===== src/rtl/axil_regbank_pkg.sv =====
// Shared definitions for the AXI-Lite register bank:
// register offsets, response codes and byte-strobe helpers.
package axil_regbank_pkg;

  localparam logic [5:0] REG_ID      = 6'h00;
  localparam logic [5:0] REG_SCRATCH = 6'h04;
  localparam logic [5:0] REG_CTRL    = 6'h08;
  localparam logic [5:0] REG_STATUS  = 6'h0C;
  localparam logic [5:0] REG_IRQ_EN  = 6'h10;

  localparam logic [1:0] RESP_OKAY   = 2'b00;
  localparam logic [1:0] RESP_SLVERR = 2'b10;

  function automatic logic [31:0] strb_mask(
    input logic [3:0] strb
  );
    return {{8{strb[3]}}, {8{strb[2]}},
            {8{strb[1]}}, {8{strb[0]}}};
  endfunction

endpackage


===== src/rtl/axil_wstrb_merge.sv =====
// Byte-strobe merge: old word with strobed bytes
// replaced by the new write data.
module axil_wstrb_merge
  import axil_regbank_pkg::*;
(
  input  logic [31:0] i_old,
  input  logic [31:0] i_new,
  input  logic [3:0]  i_strb,
  output logic [31:0] o_val
);

  logic [31:0] w_mask;

  assign w_mask = strb_mask(i_strb);
  assign o_val  = (i_old & ~w_mask) | (i_new & w_mask);

endmodule


===== src/rtl/axil_regbank.sv =====
// AXI-Lite slave register bank: ID, scratch, control,
// W1C event status with interrupt enable and level irq.
module axil_regbank
  import axil_regbank_pkg::*;
#(
  parameter int          ADDR_WIDTH = 32,
  parameter logic [31:0] ID_VALUE   = 32'h7C1E_0001,
  parameter int          NUM_EVT    = 8
) (
  input  logic                  clk,
  input  logic                  rst_n,
  input  logic [ADDR_WIDTH-1:0] s_axi_awaddr,
  input  logic                  s_axi_awvalid,
  output logic                  s_axi_awready,
  input  logic [31:0]           s_axi_wdata,
  input  logic [3:0]            s_axi_wstrb,
  input  logic                  s_axi_wvalid,
  output logic                  s_axi_wready,
  output logic [1:0]            s_axi_bresp,
  output logic                  s_axi_bvalid,
  input  logic                  s_axi_bready,
  input  logic [ADDR_WIDTH-1:0] s_axi_araddr,
  input  logic                  s_axi_arvalid,
  output logic                  s_axi_arready,
  output logic [31:0]           s_axi_rdata,
  output logic [1:0]            s_axi_rresp,
  output logic                  s_axi_rvalid,
  input  logic                  s_axi_rready,
  input  logic [NUM_EVT-1:0]    evt,
  output logic [31:0]           ctrl,
  output logic                  irq
);

  localparam logic [31:0] EVT_MASK =
    (NUM_EVT >= 32) ? 32'hFFFF_FFFF :
    32'((64'd1 << NUM_EVT) - 64'd1);

  logic        r_aw_held;
  logic [5:0]  r_aw_off;
  logic        r_w_held;
  logic [31:0] r_wdata;
  logic [3:0]  r_wstrb;
  logic        r_bvalid;
  logic [1:0]  r_bresp;
  logic        r_rvalid;
  logic [31:0] r_rdata;
  logic [1:0]  r_rresp;
  logic [31:0] r_scratch;
  logic [31:0] r_ctrl;
  logic [31:0] r_status;
  logic [31:0] r_irq_en;
  logic        r_irq;

  logic        w_aw_hs;
  logic        w_w_hs;
  logic        w_ar_hs;
  logic        w_commit;
  logic        w_sel_scratch;
  logic        w_sel_ctrl;
  logic        w_sel_status;
  logic        w_sel_irq_en;
  logic [1:0]  w_bresp;
  logic [5:0]  w_ar_off;
  logic [31:0] w_rdata;
  logic [1:0]  w_rresp;
  logic [31:0] w_clr;
  logic [31:0] w_evt32;
  logic [31:0] w_scratch_nxt;
  logic [31:0] w_ctrl_nxt;
  logic [31:0] w_irq_en_nxt;
  logic        w_unused_addr;

  assign w_unused_addr = ^{s_axi_awaddr, s_axi_araddr};

  assign s_axi_awready = !r_aw_held;
  assign s_axi_wready  = !r_w_held;
  assign s_axi_arready = !r_rvalid;
  assign s_axi_bvalid  = r_bvalid;
  assign s_axi_bresp   = r_bresp;
  assign s_axi_rvalid  = r_rvalid;
  assign s_axi_rdata   = r_rdata;
  assign s_axi_rresp   = r_rresp;
  assign ctrl          = r_ctrl;
  assign irq           = r_irq;

  assign w_aw_hs  = s_axi_awvalid && !r_aw_held;
  assign w_w_hs   = s_axi_wvalid && !r_w_held;
  assign w_ar_hs  = s_axi_arvalid && !r_rvalid;
  assign w_commit = r_aw_held && r_w_held && !r_bvalid;

  assign w_sel_scratch = w_commit && (r_aw_off == REG_SCRATCH);
  assign w_sel_ctrl    = w_commit && (r_aw_off == REG_CTRL);
  assign w_sel_status  = w_commit && (r_aw_off == REG_STATUS);
  assign w_sel_irq_en  = w_commit && (r_aw_off == REG_IRQ_EN);

  assign w_clr = w_sel_status ?
    (r_wdata & strb_mask(r_wstrb)) : 32'h0;

  always_comb begin
    w_evt32 = '0;
    w_evt32[NUM_EVT-1:0] = evt;
  end

  axil_wstrb_merge u_merge_scratch (
    .i_old  (r_scratch),
    .i_new  (r_wdata),
    .i_strb (r_wstrb),
    .o_val  (w_scratch_nxt)
  );

  axil_wstrb_merge u_merge_ctrl (
    .i_old  (r_ctrl),
    .i_new  (r_wdata),
    .i_strb (r_wstrb),
    .o_val  (w_ctrl_nxt)
  );

  axil_wstrb_merge u_merge_irq_en (
    .i_old  (r_irq_en),
    .i_new  (r_wdata),
    .i_strb (r_wstrb),
    .o_val  (w_irq_en_nxt)
  );

  // ID writes are silently dropped but still answer OKAY
  always_comb begin
    w_bresp = RESP_OKAY;
    unique case (r_aw_off)
      REG_ID, REG_SCRATCH, REG_CTRL,
      REG_STATUS, REG_IRQ_EN: w_bresp = RESP_OKAY;
      default:                w_bresp = RESP_SLVERR;
    endcase
  end

  assign w_ar_off = {s_axi_araddr[5:2], 2'b00};

  always_comb begin
    w_rdata = '0;
    w_rresp = RESP_OKAY;
    unique case (w_ar_off)
      REG_ID:      w_rdata = ID_VALUE;
      REG_SCRATCH: w_rdata = r_scratch;
      REG_CTRL:    w_rdata = r_ctrl;
      REG_STATUS:  w_rdata = r_status;
      REG_IRQ_EN:  w_rdata = r_irq_en;
      default:     w_rresp = RESP_SLVERR;
    endcase
  end

  always_ff @(posedge clk or negedge rst_n) begin
    if (!rst_n) begin
      r_aw_held <= 1'b0;
      r_aw_off  <= '0;
      r_w_held  <= 1'b0;
      r_wdata   <= '0;
      r_wstrb   <= '0;
      r_bvalid  <= 1'b0;
      r_bresp   <= RESP_OKAY;
    end else begin
      if (w_aw_hs) begin
        r_aw_held <= 1'b1;
        r_aw_off  <= {s_axi_awaddr[5:2], 2'b00};
      end
      if (w_w_hs) begin
        r_w_held <= 1'b1;
        r_wdata  <= s_axi_wdata;
        r_wstrb  <= s_axi_wstrb;
      end
      if (w_commit) begin
        r_aw_held <= 1'b0;
        r_w_held  <= 1'b0;
        r_bvalid  <= 1'b1;
        r_bresp   <= w_bresp;
      end else if (r_bvalid && s_axi_bready) begin
        r_bvalid <= 1'b0;
        r_bresp  <= RESP_OKAY;
      end
    end
  end

  always_ff @(posedge clk or negedge rst_n) begin
    if (!rst_n) begin
      r_rvalid <= 1'b0;
      r_rdata  <= '0;
      r_rresp  <= RESP_OKAY;
    end else begin
      if (w_ar_hs) begin
        r_rvalid <= 1'b1;
        r_rdata  <= w_rdata;
        r_rresp  <= w_rresp;
      end else if (r_rvalid && s_axi_rready) begin
        r_rvalid <= 1'b0;
      end
    end
  end

  // Event set beats a same-cycle W1C clear
  always_ff @(posedge clk or negedge rst_n) begin
    if (!rst_n) begin
      r_scratch <= '0;
      r_ctrl    <= '0;
      r_status  <= '0;
      r_irq_en  <= '0;
      r_irq     <= 1'b0;
    end else begin
      if (w_sel_scratch) r_scratch <= w_scratch_nxt;
      if (w_sel_ctrl)    r_ctrl    <= w_ctrl_nxt;
      if (w_sel_irq_en)  r_irq_en  <= w_irq_en_nxt & EVT_MASK;
      r_status <= (r_status & ~w_clr) | w_evt32;
      r_irq    <= |(r_status & r_irq_en);
    end
  end

endmodule


===== config.mk =====
export PLATFORM = sky130hd
export DESIGN_NAME = axil_regbank
export DESIGN_NICKNAME = d
export VERILOG_FILES = /design/src/rtl/axil_regbank_pkg.sv /design/src/rtl/axil_wstrb_merge.sv /design/src/rtl/axil_regbank.sv
export SDC_FILE = /design/constraint.sdc
export NUM_CORES = 1
export LEC_CHECK = 0
export BUFFER_PORTS_ARGS = -buffer_cell sky130_fd_sc_hd__buf_2
export CAP_MARGIN = 20
export CORE_AREA = 2 2 142 144
export CTS_CLUSTER_DIAMETER = 120
export DETAILED_ROUTE_END_ITERATION = 8
export DIE_AREA = 0 0 144 146
export RECOVER_POWER = 25
export SYNTH_ARGS = -nofsm -noshare
export SYNTH_HDL_FRONTEND = slang
export SYNTH_SLANG_ARGS = --single-unit

===== constraint.sdc =====
create_clock -name clk -period 2.2 [get_ports clk]
set_input_delay 0.22 -clock clk [delete_from_list [all_inputs] [get_ports clk]]
set_output_delay 0.22 -clock clk [all_outputs]
set_load 0.02 [all_outputs]

-- Word-level counts from Yosys, hierarchy flattened
Cells that the tools add are included.
- reductions and logical operators: 24
- multiplexer cells: 14
- equal/unequal tests: 8
- bitwise logic cells: 12
- operators by type and width (operator ; count):
    $pmux 32 s5 ; 1
    $and 32x32->32 ; 4
    $not 32->32 ; 2
    $or 32x32->32 ; 2
    $and 32x8->32 ; 1
    $mux 32 ; 1
    $or 32x8->32 ; 1
    $reduce_or 32->1 ; 1
    $eq 4x2->1 const B ; 4
    $logic_not 6->1 ; 2
    $logic_and 1x1->1 ; 11
    $reduce_or 5->1 ; 2
    $and 8x8->8 ; 1
    $eq 4x1->1 const B ; 2
    $eq 4x3->1 const B ; 2
    $mux 1 ; 8
    $mux 2 ; 4
    $or 8x8->8 ; 1
    $reduce_bool 2->1 ; 4
    $logic_not 1->1 ; 4
- logic and storage cells: 73
- register bits: 185
- output and inout bits: 74

-- Logic depth before layout (Yosys ltp)
Gate-level depths: netlist of run 1.
- word-level depth: 7
- mapped depth: 6
- mapped depth without buffers: 4

-- Cells and area by module
Synthesis of run 1 repeated with hierarchy kept, for this count alone.
- cells, all modules: 668
- area, all modules: 9118.7 um^2
- by module, submodules not included (module ; area each (um^2) ; seq. area each (um^2) ; times used ; cells each):
    axil_regbank ; 7542.2 ; 4579.4 ; 1 ; 560
    axil_wstrb_merge ; 525.5 ; 0.0 ; 3 ; 36

-- Worst setup path after synthesis of run 1
OpenSTA, ideal clock, no wires.
- path kind: register to register
- from: reg r_bvalid (netlist: s_axi_bvalid)
- to: reg with a tool-made name
- clock period less this slack: 1.738 ns
- buffers on the path: 1
- path slack: 0.462 ns
- cell stages (with the launch flop): 6
- arrival time: 1.614 ns
- cells stage by stage: dfrtp_1 -> nand4bb_4 -> nor2_1 -> and3_1 -> buf_2 -> mux2_2
- RTL lines (item ; line ; text):
    start, declared ; axil_regbank.sv:43 ; logic r_bvalid;
    start signal, assigned ; axil_regbank.sv:157 ; r_bvalid <= 1'b0;
    start signal, assigned ; axil_regbank.sv:172 ; r_bvalid <= 1'b1;
    start signal, assigned ; axil_regbank.sv:175 ; r_bvalid <= 1'b0;

==> results by group, run 1 <==
Status
  • Status: finished, violations left
  • Failing checks: capacitance limit, slew limit

Place
  • Final Wtd Congestion: 0.7804
  • Post-Place Cells: 954
  • IO Port Bufs: 130
  • Dpl hpwl: 12.61 mm

Clock network
  • CTS buffer count: 17
  • CTS tree: built
  • Post-CTS sizing: 0
  • Number of H-tree levels: 4
  • Clock Latency Late Sink: 430 ps
  • Clock Pin Slew Worst Setup and Hold Paths: 70 ps
  • Clk buf depth: 2
  • Clock sinks: ~180
  • Root buf cell: clkbuf_16

Synthesis
  • Register area share after synthesis: 59.96%
  • Ys flop type: dfrtp_1
  • Top cell type's share of synthesized area: 59.96%
  • Yosys warns: 0
  • Biggest area consumer among synthesized cells: dfrtp_1
  • Mapped Cells: between 500 and 600
  • Synth async-reset ratio: 100.0%
  • Post-synth EDFFs: 0
  • Avg Synthesized Cell Area: ~13 µm²
  • Yosys reg bits: around 180
  • Largest cells by area after synthesis: dfrtp_1 60%, mux2_2 18%, a22oi_1 3.4%, a21boi_0 2.4%, nand2_1 1.8%
  • Distinct cell type count after synthesis: 38
  • Cell area after synthesis: 7637 µm²

Global route
  • Grt total ovfl: 0
  • Vias in the first global route: 5418
  • Gr usage total: 18.33%
  • Largest net degree at the start of global routing: 70
  • First-pass GRT wire length: 29.30 mm
  • Antenna violations before repair: 1

STA
  • Final Max Tran Viols: 58
  • Final Hold Fails: 0
  • Worst Tran Pin Value: 1591 ps
  • Setup Skew: 9.150 ps
  • Max Clock Freq: 505.8 MHz
  • # setup viols final: 0
  • RSZ-0062 raised after global routing: false
  • Setup TNS Final: 0 ps
  • Tmin final: 1977 ps
  • Final hold slack: 18.45 ps
  • Relative slew margins: -6.070%
  • Crit share post-route: 89.86%

Final layout
  • Final Non-Filler Cells: roughly 1000
  • Antenna diode count: 0
  • Layout Nets: 834
  • Fraction of layout cells with a size suffix above 1: 42.00%
  • Synthesis-to-finish area growth: 21.54%

Power and ir drop
  • Pwr dens: 1208 nW/µm²
  • Pwr Total: 11220 µW
  • Leak Pwr: 0.004414 µW
  • Peak VDD IR: 0.5461 mV

Hold path
  • Hold depth: 2
  • Worst hold path class: in2reg

Routing
  • Iter 0 DRT Violations: 156
  • Drc violations: 0
  • Remaining antenna violation count: 0
  • Total Wirelength: approximately 19 mm
  • Vias/cell: 5.197
  • Via count: 5176
  • TritonRoute pass-1 iters: 4
  • Average wire per standard cell: between 15 and 20 µm

Floorplan
  • Die Y: about 150 µm
  • Die area: 21020 µm²
  • Initial Util: between 30% and 40%
  • Rows: 51
  • Die X-Extent: 144 µm
  • Core area: about 19000 µm²
  • IO Pins: between 150 and 200

Critical path
  • Worst setup EP type: flip-flop
  • Critical path class: reg2reg
  • Crit path max fanout: 8
  • Internal reg-to-reg setup slack: between 200 and 250 ps
  • R2R depth: 4
  • Worst EP arrival: 2280 ps
  • WP data required: between 2000 and 3000 ps
  • Crit path launch type: flip-flop

Run
  • Max cap viols: 1
==> layer usage <==
layer | track usage, % | vias to the layer above | routed length [µm]
li1 | - | 2353 | -
met1 | 24.14 | 2638 | 8186
met2 | 29.19 | 159 | 8953
met3 | 5.331 | 24 | 1079
met4 | 5.833 | 2 | 293
met5 | 0 | - | 13
==> critical path, stage by stage, from the launching register on <==
cell	delay (ps)
dfrtp_1	450
nand4bb_4	300
nor2_1	240
and3_1	480
mux2_2	400
==> power by group <==
| group | switching (µW) | total (µW) | internal, µW |
|---|---|---|---|
| registers | 963 | 5430 | 4470 |
| logic | 1430 | 2930 | 1500 |
| clock network | 1280 | 2860 | 1580 |
| total | 3670 | 11200 | 7550 |
==> what timing repair did <==
action / in CTS / in global routing
buffers inserted: 0 / 0
endpoints found under the hold margin: 67 / 0
hold buffers: 11 / 0
==> synthesized netlist by cell type (2+ instances only) <==
library cell and count:
a21boi_0 24, a21o_1 8, a21oi_1 2, a22o_1 7, a22oi_1 35, and2_1 2
and3_1 9, buf_1 2, buf_2 12, buf_4 2, clkbuf_1 20, dfrtp_1 183
inv_1 14, mux2_1 2, mux2_2 125, mux2i_1 8, nand2_1 36, nand2_2 4
nand2b_1 2, nor2_1 6, nor2b_1 15, o21ai_0 27, o22a_1 2, o22ai_1 17
==> final cells by class <==
class,instances,area [µm²]
inverter,14,52.55
fill,1788,10050
timing repair buffer,157,913.4
sequential,183,4579
clock inverter,12,103.9
multi-input combinational,346,2859
tap,265,331.6
clock buffer,19,442.9
==> logic make-up (layout without fill, tap and decap cells) <==
logic type,Yosys count,after routing,synth area share [%]
DFF,183,183,59.96
muxes,135,135,19.77
AOI/OAI and AO/OA,125,125,11.22
and+or+nand+nor,84,84,6.242
buffers and inverters,50,202,2.752
other,1,2,0.04910
==> through the flow <==
stage / instance area, µm² / worst slack (ps) / util, %
after CTS: 9294 / 212.2 / 48.07
after global routing: 9283 / 63.06 / 48.01
after global placement: 8637 / 312.2 / 44.67
after detailed placement: 8637 / 215.8 / 44.67
after floorplan: 7641 / 461.7 / -
final: 9283 / 223.1 / 48.01
==> layout by cell type (no fill, tap or decap), types with 11 or more instances in the layout <==
cell type        n
o22ai_1         17
o21ai_0         27
nor2b_1         14
inv_1           14
dfrtp_1        183
a22oi_1         35
nand2_1         36
buf_4           13
dlygate4sd3_1   11
buf_2          125
mux2_2         125
a21boi_0        24
clkbuf_16       17
==> final timing paths <==
path	start	to
setup / recovery	s_axi_bvalid	flip-flop
hold / removal	s_axi_wdata[10]	r_wdata[10]
setup reg to reg	s_axi_bvalid	flip-flop
hold reg to reg	s_axi_rdata[16]	s_axi_rdata[16]
max in group asynchronous	rst_n	r_wdata[9]
min in group asynchronous	rst_n	r_wdata[20]
Note: power is estimated with default switching activity, not from simulation.
==> run 2, diff against run 1 <==
==> constraint.sdc (replaced) <==
create_clock -name clk -period 1.67 [get_ports clk]
set_input_delay 0.167 -clock clk [delete_from_list [all_inputs] [get_ports clk]]
set_output_delay 0.167 -clock clk [all_outputs]
set_load 0.02 [all_outputs]
==> run 2 against run 1 <==
- the run ends with setup timing left
- clock skew barely moved
- non-clock buffer count is 66 higher
- die area unchanged
- wire length rose by 3.9%
- largest power group unchanged
==> results by group, run 2 (same netlist as run 1, synthesis figures left out) <==
Power and ir drop
  • Clock Power Share: 25.2%
  • Comb power frac: 28.2%
  • Switch share: approximately 33%
  • Cell internal pwr: between 10000 and 15000 µW
  • Peak VDD IR: 0.7652 mV
  • Switching pwr: 4994 µW
  • Leak Pwr: between 0.004 and 0.005 µW
  • Sequential Power Share: 46.6%
  • Pwr dens: 1524 nW/µm²

Place
  • IO Port Bufs: 130
  • Final Wtd Congestion: 0.7439
  • Post-Place Cells: about 1000
  • Dpl hpwl: 12.95 mm

Critical path
  • CP Buf/Inv Count: 2
  • Critical path class: reg2reg
  • Worst setup EP type: flip-flop
  • Top cell by count, worst path: buf_6
  • CP delay by family, top: simple AND/OR/NAND/NOR gates
  • Internal reg-to-reg setup slack: -7 ps
  • R2R depth: 6
  • Worst EP arrival: 1990 ps
  • Crit path max fanout: 8
  • WP data required: 1980 ps
  • Worst R2R Start: s_axi_bvalid
  • CP peak stage delay: 400 ps
  • CP Cell Sequence: nand4bb_4, nor3_4, buf_6, buf_6, nand2_8, mux2_4
  • Worst path slowest cell: dfrtp_2
  • Crit path launch type: flip-flop

Clock network
  • Clock Pin Slew Worst Setup and Hold Paths: approximately 70 ps
  • Number of H-tree levels: 4
  • Clk buf depth: 2
  • Clock sinks: 183
  • CTS buffer count: 17
  • Root buf cell: clkbuf_16
  • Clock Latency Late Sink: about 430 ps
  • CTS tree: built

Hold path
  • Hold Crit Start: s_axi_araddr[5]
  • Worst hold path class: in2reg
  • Worst Hold End: s_axi_rdata[0]
  • Hold depth: 4

Floorplan
  • Die area: around 21000 µm²
  • Die X-Extent: 144 µm
  • Initial Util: 39.50%
  • Rows: 51
  • Core area: about 19000 µm²
  • IO Pins: 189
  • Die Y: between 100 and 150 µm

Final layout
  • Antenna diode count: 0
  • Synthesis-to-finish area growth: 31.29%
  • Most common cell after layout, fill and taps aside: dfrtp_1
  • Layout Nets: 900
  • Filler instances: 1652
  • Fraction of layout cells with a size suffix above 1: around 43%
  • Final Non-Filler Cells: 1062
  • Most frequent cells in the layout: 182 x dfrtp_1, 131 x buf_2, 125 x mux2_2

Routing
  • Vias/cell: between 5 and 6
  • Drc violations: 0
  • TritonRoute pass-1 iters: 7
  • Total Wirelength: 19.25 mm
  • Iter 0 DRT Violations: 328
  • Average wire per standard cell: 18.12 µm
  • Via count: 5418
  • Remaining antenna violation count: 0

Status
  • Status: finished, violations left
  • Failing checks: setup timing

STA
  • Max Clock Freq: approximately 600 MHz
  • Crit share post-route: 100.4%
  • Setup Skew: 9.578 ps
  • Final Max Tran Viols: 0
  • Tmin final: 1677 ps
  • Setup TNS Final: -6.723 ps
  • Relative slew margins: between 20 and 25%
  • Final setup margin: -6.723 ps
  • Final Hold Fails: 0
  • RSZ-0062 raised after global routing: true
  • # setup viols final: 1
  • Worst Tran Pin Value: 1168 ps

Global route
  • Largest net degree at the start of global routing: 50
  • First-pass GRT wire length: 30.43 mm
  • Gr usage total: a little under a fifth
  • Vias in the first global route: 5730
  • Antenna violations before repair: 0
  • Grt total ovfl: 0

Run
  • Max cap viols: 0
-- run 2: layout make-up --
| cell class | instances | area [µm²] | share of cell area (%) |
|---|---|---|---|
| sequential | 183 | 4581 | 45.68 |
| multi-input combinational | 346 | 2924 | 29.16 |
| clock inverter | 9 | 93.84 | 0.9359 |
| clock buffer | 22 | 464.2 | 4.629 |
| timing repair buffer | 223 | 1580 | 15.76 |
| tap | 265 | 331.6 | 3.307 |
| inverter | 14 | 52.55 | 0.5241 |
-- run 2: worst max path at each step --
stage | startpoint | endpoint | slack (ps) | depth (start not counted)
after floorplan | s_axi_bvalid | flip-flop | 6 | 5
after global placement | r_aw_off[5] | flip-flop | -20 | 4
after detailed placement | r_aw_off[5] | flip-flop | -70 | 4
after CTS | r_aw_off[5] | r_status[14] | 3 | 4
after global routing | s_axi_bvalid | flip-flop | -80 | 6
final | s_axi_bvalid | flip-flop | -7 | 6
-- run 2: layer usage --
metal | global-route usage [%] | vias to the layer above | wire [µm]
met3 | 4.574 | 16 | 1056
li1 | - | 2483 | -
met1 | 25.10 | 2767 | 8625
met5 | 0 | - | 0
met4 | 4.657 | 0 | 178
met2 | 31.00 | 152 | 9385
-- run 2: timing repair --
| item | CTS | global route |
|---|---|---|
| pin swaps | 1 | 2 |
| setup endpoints to repair | 55 | 94 |
| endpoints found under the hold margin | 95 | 0 |
| setup buffers | 2 | 2 |
| cloned | 0 | 0 |
| hold buffers | 53 | 0 |
| gates resized for setup | 4 | 14 |
-- run 2: through the flow --
stage | cell area [µm²] | power, µW | utilization, % | hold WS, ps | setup WS, ps
4_1_cts | 9976 | 15360 | 51.60 | 106.9 | 3.122
6_report | 10030 | 15280 | 51.86 | 132.6 | -6.723
3_5_place_dp | 8853 | 11340 | 45.79 | 152.5 | -66.50
3_3_place_gp | 8853 | 11100 | 45.79 | 139.2 | -15.21
2_1_floorplan | 7645 | 9616 | - | -128.6 | 6.168
5_1_grt | 10030 | 16150 | 51.86 | 197.9 | -76.31
-- run 2: worst min-delay path, cell delays in order --
cell,delay [ps]
buf_2,120
nor2_1,60
nand2_1,70
o21ai_0,90
-- run 2: power by group through the flow --
stage          sequential (µW)  clock, µW  combinational (µW)
6_report                  7120       3840                4310
4_1_cts                   7090       3940                4320
2_1_floorplan             7370          0                2250
3_3_place_gp              7030          0                4070
3_5_place_dp              7150          0                4190
5_1_grt                   7350       4120                4680
